==> config.mk <==
export PLATFORM = sky130hd
export DESIGN_NAME = board_renderer
export DESIGN_NICKNAME = d
export VERILOG_FILES = /design/src/rtl/gameboard_pkg.sv /design/src/rtl/board_scan_counter.sv /design/src/rtl/board_renderer.sv
export SDC_FILE = /design/constraint.sdc
export NUM_CORES = 1
export LEC_CHECK = 0
export BUFFER_PORTS_ARGS = -buffer_cell sky130_fd_sc_hd__buf_4
export CAP_MARGIN = 40
export CORE_MARGIN = 4
export CORE_UTILIZATION = 53
export CTS_BUF_LIST = sky130_fd_sc_hd__clkbuf_4 sky130_fd_sc_hd__clkbuf_8
export DETAILED_ROUTE_END_ITERATION = 10
export PLACE_DENSITY = 0.83
export SETUP_SLACK_MARGIN = 0.02
export SLEW_MARGIN = 10
export SYNTH_ARGS = -nofsm -noshare
export SYNTH_HDL_FRONTEND = slang
export SYNTH_SLANG_ARGS = --single-unit
==> constraint.sdc <==
create_clock -name clk -period 2.4 [get_ports clk]
set_input_delay 0.24 -clock clk [delete_from_list [all_inputs] [get_ports clk]]
set_output_delay 0.24 -clock clk [all_outputs]
set_load 0.1 [all_outputs]
==> src/rtl/gameboard_pkg.sv <==
// Shared board geometry defaults, renderer state encoding and tile colour palette.
package gameboard_pkg;

  localparam int TILE_SIZE_DEFAULT = 24;
  localparam int X0_DEFAULT        = 32;
  localparam int Y0_DEFAULT        = 12;

  typedef enum logic [1:0] {
    IDLE = 2'd0,
    LOAD = 2'd1,
    DRAW = 2'd2,
    DONE = 2'd3
  } render_state_t;

  // Entry v is the interior colour of a tile holding value v (RGB, 3 bits).
  // Most values show their low three bits; 0, 8 and 15 are special cased so
  // the empty slot is black and 8/15 do not collide with 0/7.
  localparam logic [15:0][2:0] PALETTE = {
    3'b101,  // 15
    3'b110,  // 14
    3'b101,  // 13
    3'b100,  // 12
    3'b011,  // 11
    3'b010,  // 10
    3'b001,  // 9
    3'b110,  // 8
    3'b111,  // 7
    3'b110,  // 6
    3'b101,  // 5
    3'b100,  // 4
    3'b011,  // 3
    3'b010,  // 2
    3'b001,  // 1
    3'b000   // 0
  };

endpackage

==> src/rtl/board_scan_counter.sv <==
// Walks tile 0..15 and, inside each tile, every pixel row by row (px fastest).
module board_scan_counter
  import gameboard_pkg::*;
#(
  parameter int TILE_SIZE = TILE_SIZE_DEFAULT,
  parameter int CW        = (TILE_SIZE > 1) ? $clog2(TILE_SIZE) : 1
) (
  input  logic          clk,
  input  logic          resetn,
  input  logic          clear,
  input  logic          enable,
  output logic [3:0]    tile,
  output logic [CW-1:0] px,
  output logic [CW-1:0] py,
  output logic          last
);

  localparam logic [CW-1:0] EDGE = CW'(TILE_SIZE - 1);

  // Advance px each enabled cycle, carrying into py and then into tile.
  always_ff @(posedge clk or negedge resetn) begin
    if (!resetn) begin
      tile <= '0;
      px   <= '0;
      py   <= '0;
    end else if (clear) begin
      tile <= '0;
      px   <= '0;
      py   <= '0;
    end else if (enable) begin
      if (px == EDGE) begin
        px <= '0;
        if (py == EDGE) begin
          py   <= '0;
          tile <= tile + 4'd1;
        end else begin
          py <= py + 1'b1;
        end
      end else begin
        px <= px + 1'b1;
      end
    end
  end

  assign last = (tile == 4'd15) && (px == EDGE) && (py == EDGE);

endmodule

==> src/rtl/board_renderer.sv <==
// Redraws the 4x4 puzzle board into a VGA adapter whenever the board or win flag changes.
module board_renderer
  import gameboard_pkg::*;
#(
  parameter int TILE_SIZE = TILE_SIZE_DEFAULT,
  parameter int X0        = X0_DEFAULT,
  parameter int Y0        = Y0_DEFAULT
) (
  input  logic        clk,
  input  logic        resetn,
  input  logic [63:0] blockState,
  input  logic        ifWin,
  output logic [7:0]  xOut,
  output logic [6:0]  yOut,
  output logic [2:0]  colourOut,
  output logic        plot,
  output logic        busy,
  output logic        done
);

  localparam int CW = (TILE_SIZE > 1) ? $clog2(TILE_SIZE) : 1;
  localparam logic [CW-1:0] EDGE = CW'(TILE_SIZE - 1);

  render_state_t state, next_state;

  logic [63:0]   snap_state;
  logic          snap_win;
  logic          pending;
  logic          input_changed;

  logic [3:0]    tile;
  logic [CW-1:0] px;
  logic [CW-1:0] py;
  logic          scan_last;

  logic [3:0]    tile_value;
  logic          on_border;
  logic [2:0]    pixel_colour;
  logic [7:0]    pixel_x;
  logic [6:0]    pixel_y;

  board_scan_counter #(
    .TILE_SIZE (TILE_SIZE),
    .CW        (CW)
  ) u_scan (
    .clk    (clk),
    .resetn (resetn),
    .clear  (state == LOAD),
    .enable (state == DRAW),
    .tile   (tile),
    .px     (px),
    .py     (py),
    .last   (scan_last)
  );

  assign input_changed = (blockState != snap_state) || (ifWin != snap_win);

  // Pixel geometry and colour come from the snapshot so a frame is never torn.
  assign tile_value = snap_state[{tile, 2'b00} +: 4];
  assign on_border  = (px == '0) || (py == '0) || (px == EDGE) || (py == EDGE);
  assign pixel_x    = 8'(X0) + 8'(tile[1:0]) * 8'(TILE_SIZE) + 8'(px);
  assign pixel_y    = 7'(Y0) + 7'(tile[3:2]) * 7'(TILE_SIZE) + 7'(py);

  // Empty slot is black; otherwise border (green on win) around a palette fill.
  always_comb begin
    pixel_colour = 3'b000;
    if (tile_value != 4'd0) begin
      if (on_border) pixel_colour = snap_win ? 3'b010 : 3'b111;
      else           pixel_colour = PALETTE[tile_value];
    end
  end

  // State register; reset abandons any frame in progress.
  always_ff @(posedge clk or negedge resetn) begin
    if (!resetn) state <= IDLE;
    else         state <= next_state;
  end

  // Snapshot and pending flag; reset forces one redraw, LOAD consumes the request.
  always_ff @(posedge clk or negedge resetn) begin
    if (!resetn) begin
      snap_state <= '0;
      snap_win   <= 1'b0;
      pending    <= 1'b1;
    end else if (state == LOAD) begin
      snap_state <= blockState;
      snap_win   <= ifWin;
      pending    <= 1'b0;
    end else if (input_changed) begin
      pending <= 1'b1;
    end
  end

  // Next-state logic: a pending request launches exactly one frame at a time.
  always_comb begin
    next_state = state;
    case (state)
      IDLE:    if (pending) next_state = LOAD;
      LOAD:    next_state = DRAW;
      DRAW:    if (scan_last) next_state = DONE;
      DONE:    next_state = IDLE;
      default: next_state = IDLE;
    endcase
  end

  // Output decode: pixel bus is live only while drawing, zero otherwise.
  always_comb begin
    plot      = 1'b0;
    busy      = (state != IDLE);
    done      = 1'b0;
    xOut      = 8'd0;
    yOut      = 7'd0;
    colourOut = 3'b000;
    case (state)
      DRAW: begin
        plot      = 1'b1;
        xOut      = pixel_x;
        yOut      = pixel_y;
        colourOut = pixel_colour;
      end
      DONE:    done = 1'b1;
      default: ;
    endcase
  end

endmodule

==> metrics.md, run 1 <==
| Metric | Value |
|---|---|
| Worst Setup Slack, final | `-0.678 ns` |
| CP arrival | `2.84 ns` |
| Slew Viols, Final | `0` |
| Pin count of the biggest net entering global routing | `58` |
| Number of diodes | `0` |
| DRT Pass-1 Iters | `5` |
| Fmax | `325 MHz` |
| Clk sink count | `82` |
| Layout cell share with drive strength beyond 1 | `45.0%` |
| Multi-input gate area | `0.00301 mm^2` |
| H-tree levels | `3` |
| Worst slew pin tran | `0.617 ns` |
| TNS Setup | `-3.15 ns` |
| Final period utilization | `128%` |
| Main synth FF type | `dfrtp_1` |
| I/O pin count | `88` |
| Hold path cells | `3` |
| First DRT Iteration DRCs | `353` |
| Num CTS Buffers | `9` |
| Total core area | `0.00928 mm^2` |
| Setup violators final | `9` |
| Routed Antenna Nets | `0` |
| Mapped Area | `0.00507 mm^2` |
| Aggregate global-route resource usage | `26.6%` |
| Syn_nets | `552` |
| Synth Register Bits | `82` |
| Die height | `106 um` |
| Crit path max fanout | `5` |
| Total grt overflow | `0` |
| Seq/Total Area, Yosys | `40.5%` |
| CTS tree | `yes` |
| GPL Wtd Cong | `0.910` |
| # rows | `35` |
| Synth Instances | `461` |
| Starting Density | `54.6%` |
| Syn avg cell area | `11.0 um^2` |
| Die ar. | `0.0112 mm^2` |
| Worst R2R Path Depth | `6` |
| Register area | `0.00206 mm^2` |
| EDFF count, synth | `0` |
| Leakage power | `2.99 nW` |
| CTS clk-pin slew, worst paths | `0.09 ns` |
| Clock tree root buffer cell | `clkbuf_8` |
| RSZ-0062 raised after global routing | `yes` |
| VDD IR max | `322 uV` |
| Nets | `684` |
| Via-to-Cell Ratio | `5.91` |
| Drt drc | `0` |
| Global-route wire length before repair | `23300 um` |
| Critical path data required time | `2.16 ns` |
| Power, Total | `2.85 mW` |
| Run status | `complete, but fails checks` |
| Fin Clk Skew | `0.00674 ns` |
| Failing checks | `negative setup slack` |
| Critical Path Source Type | `register` |
| Antenna violations before repair | `0` |
| Synth unique cells | `53` |
| Utilization after layout | `73.7%` |
| Minimum clock period | `3.08 ns` |
| Ys async rst share | `100%` |
| Clock latency on the worst-skew pair | `0.35 ns` |
| Routed via count | `4294` |
| FILL cells | `633` |
| CP Capture Type | `output port` |
| Max cap viols | `0` |
| Kind of critical path | `register to output port` |
| P&R area growth vs syn | `34.9%` |
| DPL Wire Length | `10400 um` |
| Finished Layout Cells | `727` |
| Total Wirelength | `14800 um` |
| # placed instances | `704` |
| Max-Slew Margin vs Limit | `58.9%` |
| Vias in the first global route | `4497` |
| Hold Vio Cnt, Final | `0` |
| Port Buffers | `87` |
| PD cells | `417 mW/mm^2` |
| Clock buffer depth | `2` |
| Yosys warns | `0` |
| Die Span X | `106 um` |
| HP Class | `input port to register` |
| Post-detailed-route wirelength per cell | `20.4 um` |
repair_timing:
item | 4_1_cts | 5_1_grt
setup buffers | 5 | 0
endpoints found under the hold margin | 41 | 0
cloned | 1 | 0
setup endpoints to repair | 10 | 10
resized for setup | 63 | 10
hold buffers | 1 | 0
pin swaps | 14 | 5
logic make-up (layout without fill, tap and decap cells):
kind of cell | count (synthesis) | in the layout | synth area share, %
DFF | 82 | 82 | 40.5
AOI/OAI and AO/OA | 75 | 75 | 10.3
muxes | 79 | 79 | 19.7
adders and majority gates | 24 | 24 | 6.22
and+or+nand+nor | 87 | 87 | 9.28
buffers and inverters | 61 | 198 | 4.84
xor gates and xnor gates | 53 | 53 | 9.16
flip-flops by register name (all words and copies together), names as in the netlist:
signal       cells
pending          1
snap_state      64
snap_win         1
state            2
u_scan.px        5
u_scan.py        5
u_scan.tile      4
power breakdown:
part | total, mW | leakage, nW | internal [mW] | switching (mW)
Combinational | 0.428 | 1.94 | 0.232 | 0.196
Clock | 0.921 | 0.0847 | 0.404 | 0.517
Sequential | 1.50 | 0.960 | 1.44 | 0.0642
Total | 2.85 | 2.99 | 2.07 | 0.777
cell usage in the layout (no fill, tap or decap), drive strengths merged, types with 2 or more instances in the layout:
cell      synthesis  routed
clkbuf           17      10
buf               4     141
a31oi             3       3
ha               22      22
a221oi            9       9
mux2             55      55
nand4            13      13
mux2i            13      13
dfrtp            81      81
xnor2            32      32
xor2             21      21
a22oi             3       3
a21oi             6       6
mux4             11      11
nor3              2       2
nor2b             5       5
clkinvlp          0       3
a21boi            2       2
nand2            21      21
nor2             11      11
o2bb2ai           6       6
nand3             5       5
inv              40      41
o21a              2       2
o21ai            19      19
and2             13      13
a22o              3       3
o22ai            10      10
clkinv            0       2
a211oi            2       2
fa                2       2
nor4              9       9
path summary, 6_finish.rpt:
kind                           startpoint              to  slack [ns]
setup / recovery           u_scan.tile[0]    colourOut[1]       -0.68
hold / removal             blockState[16]  snap_state[16]        0.11
setup reg to reg           snap_state[37]         pending        0.25
hold reg to reg            snap_state[31]  snap_state[31]        0.57
max in group asynchronous          resetn         pending        1.31
min in group asynchronous          resetn  snap_state[15]        0.41
synth_stat cells (all sizes together) (4+ instances only):
cell type | number | share of area, %
nor4 | 9 | 1.1
nand3 | 5 | 0.49
inv | 40 | 3.0
and2 | 13 | 1.6
nand2 | 21 | 1.6
a21oi | 6 | 0.59
buf | 4 | 0.62
o2bb2ai | 6 | 1.0
dfrtp | 81 | 40
nand4 | 13 | 1.6
mux2i | 13 | 2.6
nor2b | 5 | 0.62
xnor2 | 32 | 5.5
a221oi | 9 | 1.6
o21ai | 19 | 1.9
clkbuf | 17 | 1.3
ha | 22 | 5.4
mux4 | 11 | 5.0
xor2 | 21 | 3.6
nor2 | 11 | 0.81
o22ai | 10 | 1.2
mux2 | 55 | 12
cell type report:
class	count	share of cell area [%]
Multi-Input combinational cell	318	44.1
Clock inverter	6	0.604
Clock buffer	10	2.01
Tap cell	129	2.36
Timing Repair Buffer	142	18.6
Sequential cell	82	30.1
Inverter	40	2.31
per-layer routing:
| metal | part of all wire (%) | up-vias | global-route usage [%] |
|---|---|---|---|
| li1 | - | 1915 | - |
| met1 | 38 | 2141 | 32.3 |
| met2 | 52 | 197 | 46.0 |
| met3 | 6.0 | 41 | 4.78 |
| met4 | 4.1 | 0 | 12.0 |
| met5 | 0 | - | 0 |
through the flow:
stage	instance area, um^2	worst slack (ns)	hold slack (ns)
after CTS	6780	-0.599	0.0971
final	6840	-0.678	0.110
after floorplan	5150	-0.170	-0.0556
after global placement	6270	-0.214	0.266
after detailed placement	6270	-0.268	0.268
after global routing	6840	-0.743	0.103
critical path, stage by stage, from the launching register on:
cell	delay (ns)
dfrtp_2	0.43
buf_4	0.15
buf_16	0.13
buf_6	0.14
mux2i_1	0.19
a221oi_1	0.16
o21ai_0	0.22
nand2_1	0.12
or4_4	0.58
and4_4	0.20
buf_12	0.16
Note: power is estimated with default switching activity, not from simulation.
==> run 2: changes to the inputs <==
CORE_UTILIZATION = 40   (was 53)
GPL_ROUTABILITY_DRIVEN = 0   (was unset)
PLACE_DENSITY = 0.67   (was 0.83)
==> run 2 against run 1 <==
- the run still ends with negative setup slack left
- critical path depth down 3
- sequential share of layout area is 0.14 points lower
- sequential cell count stayed put
- sequential power is essentially flat
- via count decreased by 5.0%
- combinational power fell by 3%
- fmax rose by 0.85%
- first-iteration DRC count is 24% lower
- total power is 3.0% higher
- register-to-register slack worse by 0.03 ns
- design area rose by 0.46%
==> metrics.md, run 2 (synthesis results as in run 1) <==
| Metric | Value |
|---|---|
| Run status | `complete, but fails checks` |
| Failing checks | `negative setup slack` |
| Worst Setup Slack, final | `-0.652 ns (+0.0261 ns)` |
| Max reg flops | `64 (unchanged)` |
| Worst r2r dst | `pending` |
| DPL Wire Length | `10600 um (+2.5%)` |
| Hold path cells | `3 (unchanged)` |
| Routed Antenna Nets | `0 (unchanged)` |
| Fmax | `328 MHz (+0.85%)` |
| Clk sink count | `82 (unchanged)` |
| H-tree levels | `3 (unchanged)` |
| Max-Slew Margin vs Limit | `56.9% (-2.0 points)` |
| Gate power share | `14.2% (-0.8 points)` |
| Most frequent cells in the layout | `126 x buf_4, 79 x dfrtp_1, 55 x mux2_2` |
| Post-detailed-route wirelength per cell | `18.0 um (-12%)` |
| Die ar. | `0.0145 mm^2 (+30%)` |
| Min-Delay Startpoint | `blockState[52]` |
| Crit path max fanout | `6 (+1)` |
| Clock latency on the worst-skew pair | `0.36 ns (about the same)` |
| RSZ-0062 raised after global routing | `yes` |
| Critical Path Source Type | `register` |
| FILL cells | `1081 (+71%)` |
| Kind of critical path | `register to output port` |
| PD cells | `427 mW/mm^2 (+2.6%)` |
| Final period utilization | `127% (-1.1 points)` |
| Utilization after layout | `56.3% (-17 points)` |
| Minimum clock period | `3.05 ns (-0.0261 ns)` |
| Pint | `2.19 mW (+5.8%)` |
| Register area | `0.00206 mm^2 (unchanged)` |
| Vias in the first global route | `4308 (-4.2%)` |
| Most common cell after layout, fill and taps aside | `buf_4` |
| Total grt overflow | `0 (unchanged)` |
| Aggregate global-route resource usage | `19.4% (-7.2 points)` |
| Critical path data required time | `2.16 ns (about the same)` |
| Placed inst area | `0.00633 mm^2 (+0.94%)` |
| CTS tree | `yes` |
| Routed via count | `4080 (-5.0%)` |
| Setup slack on the worst flop-to-flop path | `0.22 ns (-0.03 ns)` |
| Setup violators final | `9 (unchanged)` |
| CP arrival | `2.81 ns (-0.03 ns)` |
| Reg2reg start | `snap_state[16]` |
| Sw Pwr | `0.743 mW (-4.4%)` |
| Drt drc | `0 (unchanged)` |
| Multi-input gate area | `0.00298 mm^2 (-1.2%)` |
| CP Capture Type | `output port` |
| Num CTS Buffers | `9 (unchanged)` |
| DRT Pass-1 Iters | `5 (unchanged)` |
| Hold Vio Cnt, Final | `0 (unchanged)` |
| Clock buffer depth | `2 (unchanged)` |
| Total core area | `0.0122 mm^2 (+32%)` |
| VDD IR max | `338 uV (+4.8%)` |
| Via-to-Cell Ratio | `5.31 (-10%)` |
| Die height | `121 um (+14%)` |
| Number of diodes | `0 (unchanged)` |
| Leakage power | `3.01 nW (+0.65%)` |
| # rows | `40 (+14%)` |
| Starting Density | `41.5% (-13 points)` |
| Global-route wire length before repair | `22100 um (-4.9%)` |
| Switching Fraction | `25.3% (-2.0 points)` |
| Clock power frac | `35.0% (+2.7 points)` |
| P&R area growth vs syn | `35.5%` |
| Design area | `0.00687 mm^2 (+0.46%)` |
| Pin count of the biggest net entering global routing | `55 (-5.2%)` |
| CTS clk-pin slew, worst paths | `0.08 ns (about the same)` |
| Layout cell share with drive strength beyond 1 | `44.8% (-0.15 points)` |
| Worst hold endpoint | `snap_state[52]` |
| Antenna violations before repair | `0 (unchanged)` |
| HP Class | `input port to register` |
| Worst slew pin tran | `0.647 ns (+0.0293 ns)` |
| Clock tree root buffer cell | `clkbuf_8` |
| Total Wirelength | `13900 um (-6.5%)` |
| Slew Viols, Final | `0 (unchanged)` |
| I/O pin count | `88 (unchanged)` |
| Die Span X | `121 um (+14%)` |
| Seq pwr share | `50.8% (-1.9 points)` |
| Port Buffers | `87 (unchanged)` |
| Fin Clk Skew | `0.00742 ns (+0.000673 ns)` |
| Worst R2R Path Depth | `6 (unchanged)` |
| Max cap viols | `0 (unchanged)` |
| Top Registers | `snap_state: 64 flops, u_scan.px: 5 flops, u_scan.py: 5 flops` |
| Nets | `686 (+0.29%)` |
| Biggest register | `snap_state` |
| First DRT Iteration DRCs | `267 (-24%)` |
-- run 2: routing by layer --
metal	routed length, um	track usage [%]
met1	5950	25.3
met5	0	0
met2	6930	33.3
met3	730	3.79
met4	242	4.67
-- run 2: critical path, cell delays in order, from the launching register on --
cell	delay, ns
dfrtp_2	0.43
clkbuf_16	0.18
mux4_2	0.51
a22oi_1	0.25
nand2_1	0.14
or4_4	0.58
and4_4	0.21
buf_12	0.16
-- run 2: power groups by stage --
stage,clock [mW],sequential (mW),combinational (mW)
after CTS,1.05,1.49,0.416
after global placement,0,1.52,0.396
after detailed placement,0,1.52,0.405
final,1.03,1.49,0.416
after global routing,1.11,1.50,0.455
after floorplan,0,1.50,0.188
-- run 2: per-stage QoR --
step                setup slack (ns)  power, mW  TNS [ns]  hold WS [ns]  std cells
floorplan                     -0.170       1.69    -0.713       -0.0556        461
global route                  -0.766       3.06     -3.78         0.111        768
detailed placement            -0.331       1.92    -0.990         0.313        746
CTS                           -0.603       2.95     -2.59        0.0948        766
finish                        -0.652       2.94     -2.87         0.109        768
global placement              -0.230       1.91    -0.649         0.304        746
-- run 2: how the worst max path moves through the flow --
stage                   end  depth (start not counted)           start
5_1_grt        colourOut[1]                          9  u_scan.tile[0]
3_3_place_gp   colourOut[1]                          6  u_scan.tile[0]
4_1_cts        colourOut[1]                          6  u_scan.tile[0]
2_1_floorplan       yOut[6]                          9  u_scan.tile[2]
3_5_place_dp   colourOut[1]                          7  u_scan.tile[0]
6_report       colourOut[1]                          7  u_scan.tile[0]
-- run 2: cell type report --
class	count	share of cell area [%]
clock buffers	13	2.24
clock inverters	3	0.583
inverters	40	2.30
multi-input cells	318	43.3
flip-flops and latches	82	29.9
well taps	168	3.06
repair buffers	144	18.6
-- run 2: what timing repair did --
action | CTS | global route
buffers inserted | 3 | 2
cloned | 0 | 1
hold buffers | 1 | 0
resized for setup | 59 | 10
pin swaps | 9 | 9
setup endpoints to repair | 10 | 10
endpoints found under the hold margin | 46 | 0
